$ cat config.mk
export PLATFORM = sky130hd
export DESIGN_NAME = uart_rx_param
export DESIGN_NICKNAME = d
export VERILOG_FILES = /design/src/rtl/uart_pkg.sv /design/src/rtl/uart_baud_tick.sv /design/src/rtl/uart_rx_param.sv
export SDC_FILE = /design/constraint.sdc
export NUM_CORES = 1
export LEC_CHECK = 0
export ABC_CLOCK_PERIOD_IN_PS = 4600
export CAP_MARGIN = 20
export CORE_MARGIN = 10
export CORE_UTILIZATION = 62
export CTS_BUF_LIST = sky130_fd_sc_hd__clkbuf_4 sky130_fd_sc_hd__clkbuf_8 sky130_fd_sc_hd__clkbuf_16
export CTS_CLUSTER_DIAMETER = 120
export DETAILED_ROUTE_END_ITERATION = 7
export PLACE_DENSITY = 0.84
export SYNTH_ARGS = -nofsm -noshare
export SYNTH_HDL_FRONTEND = slang
export SYNTH_SLANG_ARGS = --single-unit
$ cat constraint.sdc
create_clock -name clk -period 4.6 [get_ports clk]
set_clock_uncertainty 0.1 [all_clocks]
set_input_delay 0.92 -clock clk [delete_from_list [all_inputs] [get_ports clk]]
set_output_delay 0.92 -clock clk [all_outputs]
set_load 0.01 [all_outputs]
$ cat src/rtl/uart_pkg.sv
// Shared types and helpers for the parametrised UART receiver (and a future transmitter).
package uart_pkg;

    typedef enum logic [2:0] {
        IDLE,
        START,
        DATA,
        PARITY,
        STOP
    } state_t;

    localparam int PAR_NONE = 0;
    localparam int PAR_EVEN = 1;
    localparam int PAR_ODD  = 2;

    function automatic logic exp_parity(input logic data_xor, input int mode);
        return (mode == PAR_ODD) ? ~data_xor : data_xor;
    endfunction

endpackage

$ cat src/rtl/uart_baud_tick.sv
// Oversampling tick generator: one-clock tick every c_div clocks plus a wrapping sample index.
module uart_baud_tick #(
    parameter int c_div        = 54,
    parameter int c_oversample = 16,
    localparam int CW = $clog2(c_div + 1),
    localparam int SW = $clog2(c_oversample)
) (
    input  logic          clk,
    input  logic          rst_n,
    input  logic          restart_i,
    output logic          tick_o,
    output logic [SW-1:0] sample_idx_o
);

    localparam logic [CW-1:0] CNT_LAST = CW'(c_div - 1);
    localparam logic [SW-1:0] IDX_LAST = SW'(c_oversample - 1);

    if (c_div < 1) begin : g_bad_div
        $error("uart_baud_tick: divider must be at least 1");
    end

    logic [CW-1:0] r_cnt;
    logic [SW-1:0] r_idx;
    logic          w_tick;

    assign w_tick = (r_cnt == CNT_LAST) && !restart_i;

    always_ff @(posedge clk or negedge rst_n) begin
        if (!rst_n) begin
            r_cnt <= '0;
            r_idx <= '0;
        end else if (restart_i) begin
            r_cnt <= '0;
            r_idx <= '0;
        end else begin
            r_cnt <= (r_cnt == CNT_LAST) ? '0 : r_cnt + 1'b1;
            if (w_tick)
                r_idx <= (r_idx == IDX_LAST) ? '0 : r_idx + 1'b1;
        end
    end

    assign tick_o       = w_tick;
    assign sample_idx_o = r_idx;

endmodule

$ cat src/rtl/uart_rx_param.sv
// Parametrised oversampling UART receiver with majority-vote bit decisions,
// valid/ready output and parity/framing/overrun reporting.
//
// state  | meaning
// IDLE   | line idle, waiting for a low level (and for high again after a break)
// START  | start bit; false start returns to IDLE
// DATA   | shifting in data bits, LSB first
// PARITY | checking the parity bit against the data XOR
// STOP   | stop bit(s); leaves at the last stop decision, half a bit early
module uart_rx_param
    import uart_pkg::*;
#(
    parameter int c_clkfreq    = 100_000_000,
    parameter int c_baudrate   = 115_200,
    parameter int c_oversample = 16,
    parameter int c_databits   = 8,
    parameter int c_parity     = 0,
    parameter int c_stopbits   = 1
) (
    input  logic                  clk,
    input  logic                  rst_n,
    input  logic                  rx_in_i,
    output logic [c_databits-1:0] dout_o,
    output logic                  dout_valid_o,
    input  logic                  dout_ready_i,
    output logic                  parity_err_o,
    output logic                  frame_err_o,
    output logic                  overrun_err_o
);

    localparam int TICK_DIV = c_clkfreq / (c_baudrate * c_oversample);
    localparam int SW       = $clog2(c_oversample);
    localparam int BW       = $clog2(c_databits + 1);
    localparam int M        = c_oversample / 2;

    localparam logic [SW-1:0] IDX_A     = SW'(M - 1);
    localparam logic [SW-1:0] IDX_B     = SW'(M);
    localparam logic [SW-1:0] IDX_C     = SW'(M + 1);
    localparam logic [BW-1:0] LAST_DATA = BW'(c_databits - 1);
    localparam logic [BW-1:0] LAST_STOP = BW'(c_stopbits - 1);

    if (c_oversample < 8 || (c_oversample % 2) != 0 || c_databits < 5 || c_databits > 9 ||
        c_parity < 0 || c_parity > 2 || c_stopbits < 1 || c_stopbits > 2) begin : g_bad_param
        $error("uart_rx_param: illegal parameter combination");
    end

    state_t                r_state;
    state_t                w_state_nxt;
    logic                  r_sync1;
    logic                  r_rxs;
    logic                  r_s0;
    logic                  r_s1;
    logic [BW-1:0]         r_bit_cnt;
    logic [c_databits-1:0] r_shift;
    logic                  r_xor;
    logic                  r_par_err;
    logic                  r_frm_err;
    logic                  r_need_high;
    logic [c_databits-1:0] r_dout;
    logic                  r_valid;
    logic                  r_perr;
    logic                  r_ferr;
    logic                  r_ovr;
    logic                  w_tick;
    logic [SW-1:0]         w_idx;
    logic                  w_dec;
    logic                  w_maj;
    logic                  w_restart;
    logic                  w_done;

    uart_baud_tick #(
        .c_div        (TICK_DIV),
        .c_oversample (c_oversample)
    ) u_tick (
        .clk          (clk),
        .rst_n        (rst_n),
        .restart_i    (w_restart),
        .tick_o       (w_tick),
        .sample_idx_o (w_idx)
    );

    always_ff @(posedge clk or negedge rst_n) begin
        if (!rst_n) begin
            r_sync1 <= 1'b1;
            r_rxs   <= 1'b1;
        end else begin
            r_sync1 <= rx_in_i;
            r_rxs   <= r_sync1;
        end
    end

    always_ff @(posedge clk or negedge rst_n) begin
        if (!rst_n) begin
            r_s0 <= 1'b1;
            r_s1 <= 1'b1;
        end else if (w_tick) begin
            if (w_idx == IDX_A) r_s0 <= r_rxs;
            if (w_idx == IDX_B) r_s1 <= r_rxs;
        end
    end

    assign w_dec = w_tick && (w_idx == IDX_C);
    assign w_maj = (r_s0 & r_s1) | (r_s0 & r_rxs) | (r_s1 & r_rxs);

    always_ff @(posedge clk or negedge rst_n) begin
        if (!rst_n) r_state <= IDLE;
        else        r_state <= w_state_nxt;
    end

    always_comb begin
        w_state_nxt = r_state;
        w_restart   = 1'b0;
        w_done      = 1'b0;
        case (r_state)
            IDLE: begin
                if (!r_rxs && !r_need_high) begin
                    w_state_nxt = START;
                    w_restart   = 1'b1;
                end
            end
            START: begin
                if (w_dec) w_state_nxt = w_maj ? IDLE : DATA;
            end
            DATA: begin
                if (w_dec && r_bit_cnt == LAST_DATA)
                    w_state_nxt = (c_parity != PAR_NONE) ? PARITY : STOP;
            end
            PARITY: begin
                if (w_dec) w_state_nxt = STOP;
            end
            STOP: begin
                if (w_dec && r_bit_cnt == LAST_STOP) begin
                    w_state_nxt = IDLE;
                    w_done      = 1'b1;
                end
            end
            default: w_state_nxt = IDLE;
        endcase
    end

    // A stop bit sampled low at the end of a frame may be a break: hold off new starts until the line is high.
    always_ff @(posedge clk or negedge rst_n) begin
        if (!rst_n) begin
            r_bit_cnt   <= '0;
            r_shift     <= '0;
            r_xor       <= 1'b0;
            r_par_err   <= 1'b0;
            r_frm_err   <= 1'b0;
            r_need_high <= 1'b0;
        end else begin
            case (r_state)
                IDLE: begin
                    if (r_rxs) r_need_high <= 1'b0;
                end
                START: begin
                    if (w_dec && !w_maj) begin
                        r_bit_cnt <= '0;
                        r_xor     <= 1'b0;
                        r_par_err <= 1'b0;
                        r_frm_err <= 1'b0;
                    end
                end
                DATA: begin
                    if (w_dec) begin
                        r_shift   <= {w_maj, r_shift[c_databits-1:1]};
                        r_xor     <= r_xor ^ w_maj;
                        r_bit_cnt <= (r_bit_cnt == LAST_DATA) ? '0 : r_bit_cnt + 1'b1;
                    end
                end
                PARITY: begin
                    if (w_dec) r_par_err <= (w_maj != exp_parity(r_xor, c_parity));
                end
                STOP: begin
                    if (w_dec) begin
                        r_frm_err <= r_frm_err | ~w_maj;
                        r_bit_cnt <= r_bit_cnt + 1'b1;
                        if (r_bit_cnt == LAST_STOP) r_need_high <= ~w_maj;
                    end
                end
                default: ;
            endcase
        end
    end

    always_ff @(posedge clk or negedge rst_n) begin
        if (!rst_n) begin
            r_dout  <= '0;
            r_valid <= 1'b0;
            r_perr  <= 1'b0;
            r_ferr  <= 1'b0;
            r_ovr   <= 1'b0;
        end else if (w_done) begin
            r_dout  <= r_shift;
            r_perr  <= r_par_err;
            r_ferr  <= r_frm_err | ~w_maj;
            r_valid <= 1'b1;
            r_ovr   <= r_valid && !dout_ready_i;
        end else begin
            r_ovr <= 1'b0;
            if (r_valid && dout_ready_i) r_valid <= 1'b0;
        end
    end

    assign dout_o        = r_dout;
    assign dout_valid_o  = r_valid;
    assign parity_err_o  = r_perr;
    assign frame_err_o   = r_ferr;
    assign overrun_err_o = r_ovr;

endmodule

Word level (Yosys, flattened, before mapping)
Cells that the tools add are included.

Add/subtract/negate cells: 3. Equal/unequal tests: 21. Muxes and demuxes: 35. Reduce and logical (&&, ||, !) cells: 31. Bitwise gates (word level): 8.

Operator list (count): two-way mux 4 bit (7); inequality test 2 bit (second input constant) (10); two-way mux 3 bit (5); case mux 3 bit (5 select lines) (1); two-way mux 1 bit (14); equality test 4 bit (second input constant) (3); two-way mux 6 bit (2); case mux 4 bit (3 select lines) (1); nonzero test 2 bit (6); AND reduction 3 bit (3); adder 4 x 1 -> 4 bit (second input constant) (2); equality test 4 x 3 -> 1 bit (second input constant) (2); logical AND 1 bit (8); case mux 1 bit (2 select lines) (4); AND reduction 4 bit (2); adder 6 x 1 -> 6 bit (second input constant) (1); equality test 3 x 2 -> 1 bit (second input constant) (2); equality test 6 bit (second input constant) (1); AND reduction 2 bit (3); logical NOT 1 bit (5); AND reduction 5 bit (1); logical NOT 4 bit (1); AND 1 bit (3); equality test 3 x 1 -> 1 bit (second input constant) (1); other kinds (8) (10).

Output and inout bits: 12. Bits of input ports: 4. Logic and storage cells: 116. Register bits: 45.

Longest topological paths before layout
Gate-level depths: netlist of run 1.

Depth in word-level cells: 11. Gate-level depth with buffers: 7. Depth with buffers taken out: 6.

Cells and area by module
Synthesis of run 1 repeated with hierarchy kept, for this count alone.

Cells, all modules: 188. Area total of the unflattened synthesis: 2133.3 µm².

By module, submodules not included: uart_rx_param (times used 1, area an instance 1616.6 µm², sequential area each 880.8 µm², cells an instance 139); uart_baud_tick (times used 1, area an instance 516.7 µm², sequential area each 250.2 µm², cells an instance 49).

Worst setup path after synthesis of run 1
Ideal clock, no wire load.

Kind: flip-flop to flip-flop. Start: reg r_rxs. End: reg r_bit_cnt[2]. Setup time: 0.126 ns. Required time: 4.374 ns. Stages on the path, launching flop included: 5. Period minus slack after synthesis: 1.978 ns. Arrival: 1.752 ns. Path slack: 2.622 ns. Buffers on the path: 0. Cells stage by stage: dfstp_2 -> maj3_2 -> o32a_1 -> or3_4 -> a221o_1.

Longest elaborated chain between the ends: 10. Elaborated cells between the ends (all ways): 17. Classes of those cells: 3 x eq/ne; 2 x mux; 4 x bitwise; 8 x reduce/logical.

RTL lines: start, declared (RTL line uart_rx_param.sv:50) `logic r_rxs;`; start signal, assigned (RTL line uart_rx_param.sv:88) `r_rxs <= r_sync1;`; logical NOT 1 bit (RTL line uart_rx_param.sv:116) `if (!r_rxs && !r_need_high) begin`; logical AND 1 bit (RTL line uart_rx_param.sv:116); two-way mux 1 bit (RTL line uart_rx_param.sv:116); two-way mux 1 bit (RTL line uart_rx_param.sv:114) `case (r_state)`; logical NOT 1 bit (RTL line uart_baud_tick.sv:26) `assign w_tick = (r_cnt == CNT_LAST) && !restart_i;`; logical AND 1 bit (RTL line uart_baud_tick.sv:26); logical AND 1 bit (RTL line uart_rx_param.sv:102) `assign w_dec = w_tick && (w_idx == IDX_C);`; logical AND 1 bit (RTL line uart_rx_param.sv:156) `if (w_dec && !w_maj) begin`; inequality test 2 bit (no line); AND reduction 4 bit (no line) (*); end signal, assigned (RTL line uart_rx_param.sv:167) `r_bit_cnt <= (r_bit_cnt == LAST_DATA) ? '0 : r_bit_cnt + 1'b1;`; end signal, assigned (RTL line uart_rx_param.sv:176) `r_bit_cnt <= r_bit_cnt + 1'b1;`; end, declared (RTL line uart_rx_param.sv:53) `logic [BW-1:0] r_bit_cnt;`.

Mark *: on every way between the ends. The rest lies on a longest branch, timed or not. A chain may end at the register's enable or synchronous reset.

Final worst setup path of run 1
Start: reg u_tick.r_idx[1] (netlist: u_tick.sample_idx_o[1]). End: reg r_dout[7] (netlist: dout_o[7]).

Longest elaborated chain between the ends: 5.

RTL lines: start, declared (RTL line uart_baud_tick.sv:23) `logic [SW-1:0] r_idx;`; start signal, assigned (RTL line uart_baud_tick.sv:38) `r_idx <= (r_idx == IDX_LAST) ? '0 : r_idx + 1'b1;`; equality test 4 bit (RTL line uart_rx_param.sv:102); logical AND 1 bit (RTL line uart_rx_param.sv:102); logical AND 1 bit (RTL line uart_rx_param.sv:132) `if (w_dec && r_bit_cnt == LAST_STOP) begin`; two-way mux 1 bit (RTL line uart_rx_param.sv:132); two-way mux 1 bit (RTL line uart_rx_param.sv:114); end signal, assigned (RTL line uart_rx_param.sv:193) `r_dout <= r_shift;`; end, declared (RTL line uart_rx_param.sv:59) `logic [c_databits-1:0] r_dout;`.

No other way between the ends.

==> results of run 1 <==
-- worst max-delay path: cells and delay by family (launching register included) --
family / cells / cell delay (ns)
and+or+nand+nor: 3 / 1.33
DFF: 1 / 0.43
muxes: 1 / 0.42
adders and majority gates: 1 / 0.15
buffers and inverters: 1 / 0.10
-- registers in the layout, summed over array words and instances, names as in the netlist, 3 cells and up --
name                 flops
dout_o                   8
u_tick.sample_idx_o      4
u_tick.r_cnt             6
r_shift                  8
r_state                  3
r_bit_cnt                4
-- per-stage QoR --
stage	hold slack, ns	cell area (um2)	utilization [%]	total power [mW]
2_1_floorplan	0.2452	2110	-	0.4055
3_3_place_gp	0.2457	2293	69.27	0.4149
3_5_place_dp	0.2475	2293	69.27	0.4155
4_1_cts	0.2666	2361	71.32	0.6220
5_1_grt	0.2744	2361	71.32	0.6446
6_report	0.2660	2361	71.32	0.6142
-- area by class of cell --
cell class,instances,area [um2]
clock buffers,6,51.30
clock inverters,2,16.27
fillers,245,949.7
inverters,12,45.04
multi-input cells,120,907.1
flip-flops and latches,45,1131
well taps,46,57.56
repair buffers,16,152.6
-- worst paths after layout --
| path | from | to |
|---|---|---|
| worst max-delay path | u_tick.sample_idx_o[1]$_DFFE_PN0P_ | dout_o[7]$_DFFE_PN0P_ |
| worst min-delay path | r_sync1$_DFF_PN1_ | r_rxs$_DFF_PN1_ |
| worst max register to register | u_tick.sample_idx_o[1]$_DFFE_PN0P_ | dout_o[7]$_DFFE_PN0P_ |
| worst min register to register | r_sync1$_DFF_PN1_ | r_rxs$_DFF_PN1_ |
| max in group asynchronous | rst_n | r_state[0]$_DFFE_PN0P_ |
| min in group asynchronous | rst_n | dout_o[1]$_DFFE_PN0P_ |
-- per-layer routing --
| metal | share of wire [%] | up-vias | GRT usage (%) |
|---|---|---|---|
| met5 | 0 | - | 0 |
| met2 | 50 | 27 | 22.70 |
| met3 | 4.5 | 4 | 5.011 |
| li1 | - | 692 | - |
| met4 | 1.0 | 0 | 4.122 |
| met1 | 44 | 716 | 16.66 |
-- cell families after synthesis --
kind of cell | Yosys count | share of synthesized area [%]
AND/OR/NAND/NOR | 57 | 15.48
flip-flops | 45 | 53.62
AO/OA/AOI/OAI | 27 | 8.897
multiplexers | 21 | 11.03
buffers and inverters | 18 | 3.380
adder cells (fa/ha/maj) | 8 | 4.685
XOR/XNOR | 7 | 2.906
-- power by group through the flow --
stage / sequential [mW] / clock [mW] / combinational (mW)
floorplan: 0.405 / 0 / 0.000257
global placement: 0.405 / 0 / 0.00970
detailed placement: 0.405 / 0 / 0.0102
CTS: 0.398 / 0.213 / 0.0104
global route: 0.398 / 0.235 / 0.0112
finish: 0.398 / 0.207 / 0.00957
-- layout by cell type (no fill, tap or decap), types with 6 or more instances in the layout --
| master | count |
|---|---|
| nand2_1 | 10 |
| nor2_1 | 14 |
| mux2_2 | 18 |
| nand3_1 | 7 |
| ha_1 | 7 |
| clkdlybuf4s50_1 | 14 |
| o21ai_0 | 6 |
| inv_1 | 12 |
| o31ai_1 | 6 |
| dfrtp_1 | 41 |
==> impl_metrics.env, run 1 <==
export IMPL_status="complete, no violations"
export IMPL_grt_pass1_vias=1456
export IMPL_worstSkewPairLatency_ns=0.36
export IMPL_cts_resized=0
export IMPL_critPathLaunchType="flop"
export IMPL_route_detailed_drc=0
export IMPL_dpl_cell_count=239
export IMPL_seq_power_share_pct=64.8
export IMPL_hold_violations=0
export IMPL_grt_max_degree=46
export IMPL_synth_area_top_cells="dfrtp_1 49%, mux2_2 9.6%, dfstp_2 5.0%"
export IMPL_yosysMostFrequentCell="dfrtp_1"
export IMPL_htreeDepth=2
export IMPL_wirelength_um=3935
export IMPL_hold_buffers=0
export IMPL_setup_viol=0
export IMPL_start_util_pct=63.72
export IMPL_cts_num_sinks=45
export IMPL_power_frac_clock_pct=33.6
export IMPL_netSwitchingFraction_pct=22.56
export IMPL_hold_class="reg2reg"
export IMPL_track_usage_pct=13.83
export IMPL_synth_fp_nets=194
export IMPL_path_clk_slew_ns=0.14
export IMPL_port_buffers=15
export IMPL_netlist_area_leader_share_pct=48.64
export IMPL_stdcell_count=247
export IMPL_crit_path_max_fanout=17
export IMPL_cts_tree="yes"
export IMPL_comb_power_share_pct=1.6
export IMPL_drive_above_1_share_pct=18.41
export IMPL_fp_row_count=21
export IMPL_ys_seq_area_share_pct=53.62
export IMPL_r2r_cells=6
export IMPL_drt_iter0_markers=136
export IMPL_num_nets_final=211
export IMPL_die_h_um=78.33
export IMPL_dp_hpwl_um=2796
export IMPL_reg2reg_slack_ns=1.99
export IMPL_antenna_cells=0
export IMPL_slowest_delay_ns=0.79
export IMPL_tightest_slew_ns=0.9495
export IMPL_fin_crit_sh_pct=56.82
export IMPL_ios=16
export IMPL_cts_setup_buffers=0
export IMPL_finalCriticalPeriod_ns=2.614
export IMPL_holdPathStages=0
export IMPL_cap_viol_max_count=0
export IMPL_overflow=0
export IMPL_syn_area_mm2=0.002110
export IMPL_yosys_most_used_dff="dfrtp_1"
export IMPL_setup_tns_ns=0
export IMPL_yosysWarnings=0
export IMPL_syn_avg_cell_area_um2=11.53
export IMPL_intPower_uw=475.6
export IMPL_syn_to_final_growth_pct=11.92
export IMPL_clock_path_buffers=2
export IMPL_rsz0062_at_grt="no"
export IMPL_vdd_ir_drop_worst_mv=0.1944
export IMPL_synth_cell_types=42
export IMPL_fmax_mhz=382.6
export IMPL_slew_viol_final=0
export IMPL_crit_path_end_kind="flop"
export IMPL_cts_buffers=5
export IMPL_p_leak_nw=1.049
export IMPL_antenna_found_initial=0
export IMPL_synth_seq_cells=45
export IMPL_power_switching_uw=138.6
export IMPL_crit_arrival_ns=2.78
export IMPL_synth_cells=183
export IMPL_firstDrtPassIters=4
export IMPL_vias=1439
export IMPL_viasPerCell=5.826
export IMPL_core_region_area_mm2=0.003311
export IMPL_dpl_worst_slack_ns=1.990
export IMPL_ant_nets=0
export IMPL_grt_pass1_wl_um=6941
export IMPL_wl_per_cell_um=15.93
export IMPL_async_flop_share_pct=100.0
export IMPL_synth_edf_count=0
export IMPL_crit_chain="inv_1, ha_1, and4_1, nand2_1, nor2_1, mux2_2"
export IMPL_dieArea_mm2=0.006136
export IMPL_powerDensity_mw_per_mm2=260.1
export IMPL_cp_required_ns=4.76
export IMPL_synth_common_cells="41 x dfrtp_1, 18 x mux2_2, 14 x nor2_1"
export IMPL_setup_ws_ns=1.986
export IMPL_fp_dieW_um=78.33
export IMPL_synth_area_leader_cell="dfrtp_1"
export IMPL_gp_congestion=0.8396
export IMPL_maxSlewHeadroom_pct=36.70
export IMPL_cts_root_buf="clkbuf_4"
export IMPL_cp_slowest_cell="nor2_1"
export IMPL_worstSetupPathType="reg2reg"
Power figures use the tool's default switching activity.
==> inputs of run 2 (changes only) <==
ABC_CLOCK_PERIOD_IN_PS = 2600   (was 4600)
CORE_UTILIZATION = 57   (was 62)
PLACE_DENSITY = 0.78   (was 0.84)
clock period = 2.6 ns   (was 4.6 ns; I/O delays follow)
==> impl_metrics.env, run 2 (synthesis gave the netlist of run 1 again) <==
export IMPL_status="complete, no violations"
export IMPL_cts_buffers=5
export IMPL_drive_above_1_share_pct=20.00
export IMPL_crit_cells=7
export IMPL_tightest_slew_ns=0.9270
export IMPL_antenna_cells=0
export IMPL_wirelength_um=4041
export IMPL_p_leak_nw=1.084
export IMPL_grt_max_degree=46
export IMPL_crit_chain="inv_1, ha_1, and4_1, nand2_1, buf_4, or4_1, a21oi_1"
export IMPL_cp_slowest_cell="or4_1"
export IMPL_fill_cells=263
export IMPL_cts_num_sinks=45
export IMPL_syn_to_final_growth_pct=14.47
export IMPL_fp_row_count=22
export IMPL_route_detailed_drc=0
export IMPL_worstSetupPathType="reg2reg"
export IMPL_hold_buffers=0
export IMPL_gp_congestion=0.9168
export IMPL_grt_pass1_vias=1504
export IMPL_dp_hpwl_um=2956
export IMPL_firstDrtPassIters=4
export IMPL_track_usage_pct=13.82
export IMPL_finalCriticalPeriod_ns=2.183
export IMPL_final_common_cell="dfrtp_1"
export IMPL_worstSkewPairLatency_ns=0.30
export IMPL_power_mw=1.151
export IMPL_grt_pass1_wl_um=6893
export IMPL_cts_tree="yes"
export IMPL_ios=16
export IMPL_num_nets_final=215
export IMPL_wl_per_cell_um=15.97
export IMPL_setup_tns_ns=0
export IMPL_dpl_cell_count=245
export IMPL_crit_path_max_fanout=11
export IMPL_setup_viol=0
export IMPL_die_h_um=80.84
export IMPL_rsz0062_at_grt="no"
export IMPL_fmax_mhz=458.0
export IMPL_regArea_mm2=0.001131
export IMPL_maxSlewHeadroom_pct=38.20
export IMPL_crit_arrival_ns=2.31
export IMPL_r2r_cells=7
export IMPL_cts_root_buf="clkbuf_8"
export IMPL_whs_ns=0.2482
export IMPL_hold_class="in2async"
export IMPL_start_util_pct=58.50
export IMPL_critPathLaunchType="flop"
export IMPL_dpl_worst_slack_ns=0.4376
export IMPL_stdcell_count=253
export IMPL_path_clk_slew_ns=0.08
export IMPL_clock_path_buffers=2
export IMPL_cp_required_ns=2.73
export IMPL_viasPerCell=5.668
export IMPL_most_common_layout_cells="41 x dfrtp_1, 18 x mux2_2, 14 x nor2_1, 14 x clkdlybuf4s50_1, 12 x inv_1"
export IMPL_overflow=0
export IMPL_vdd_ir_drop_worst_mv=0.3837
export IMPL_htreeDepth=2
export IMPL_core_region_area_mm2=0.003606
export IMPL_slowest_delay_ns=0.47
export IMPL_vias=1434
export IMPL_setup_ws_ns=0.4167
export IMPL_cts_setup_buffers=0
export IMPL_powerDensity_mw_per_mm2=476.7
export IMPL_port_buffers=15
export IMPL_dieArea_mm2=0.006534
export IMPL_fp_dieW_um=80.84
export IMPL_cts_resized=0
export IMPL_cap_viol_max_count=0
export IMPL_multi_input_comb_area_um2=907.1
export IMPL_path_delay_family="simple AND/OR/NAND/NOR gates"
export IMPL_slew_viol_final=0
export IMPL_ant_nets=0
export IMPL_hold_violations=0
export IMPL_drt_iter0_markers=80
export IMPL_antenna_found_initial=0
export IMPL_crit_path_end_kind="flop"
export IMPL_path_buf_inv=2
export IMPL_fin_crit_sh_pct=83.97
==> run 2: final timing paths <==
| kind | from | endpoint | slack [ns] |
|---|---|---|---|
| setup / recovery | u_tick.sample_idx_o[1]$_DFFE_PN0P_ | r_state[1]$_DFFE_PN0P_ | 0.42 |
| hold / removal | rst_n | dout_valid_o$_DFFE_PN0P_ | 0.25 |
| setup reg to reg | u_tick.sample_idx_o[1]$_DFFE_PN0P_ | r_state[1]$_DFFE_PN0P_ | 0.42 |
| hold reg to reg | r_sync1$_DFF_PN1_ | r_rxs$_DFF_PN1_ | 0.26 |
| max in group asynchronous | rst_n | u_tick.sample_idx_o[1]$_DFFE_PN0P_ | 1.57 |
| min in group clk | r_sync1$_DFF_PN1_ | r_rxs$_DFF_PN1_ | 0.26 |
==> run 2: worst register-to-register path, stage by stage, from the launching register on <==
cell     delay [ns]
dfrtp_1        0.41
inv_1          0.11
ha_1           0.15
and4_1         0.24
nand2_1        0.23
buf_4          0.25
or4_1          0.47
a21oi_1        0.16
==> run 2: per-stage QoR <==
step                util [%]  area [um2]
floorplan                  -        2110
global placement       64.50        2326
detailed placement     64.50        2326
CTS                    66.97        2415
global route           66.97        2415
finish                 66.97        2415
==> run 2: area by class of cell <==
cell class              count  area share [%]
flip-flops and latches     45           46.84
multi-input cells         120           37.56
repair buffers             20           7.565
clock buffers               7           3.471
well taps                  48           2.487
inverters                  12           1.865
clock inverters             1          0.2073
==> run 2: per-layer routing <==
metal / routed length (um) / global-route usage, %
met1: 1697 / 15.20
met2: 2074 / 22.85
met3: 190 / 5.077
met4: 78 / 7.439
met5: 0 / 0
==> run 2: power by group <==
| part | internal [mW] | switching, mW |
|---|---|---|
| sequential | 0.702 | 0.00115 |
| clock | 0.209 | 0.221 |
| combinational | 0.00330 | 0.0133 |
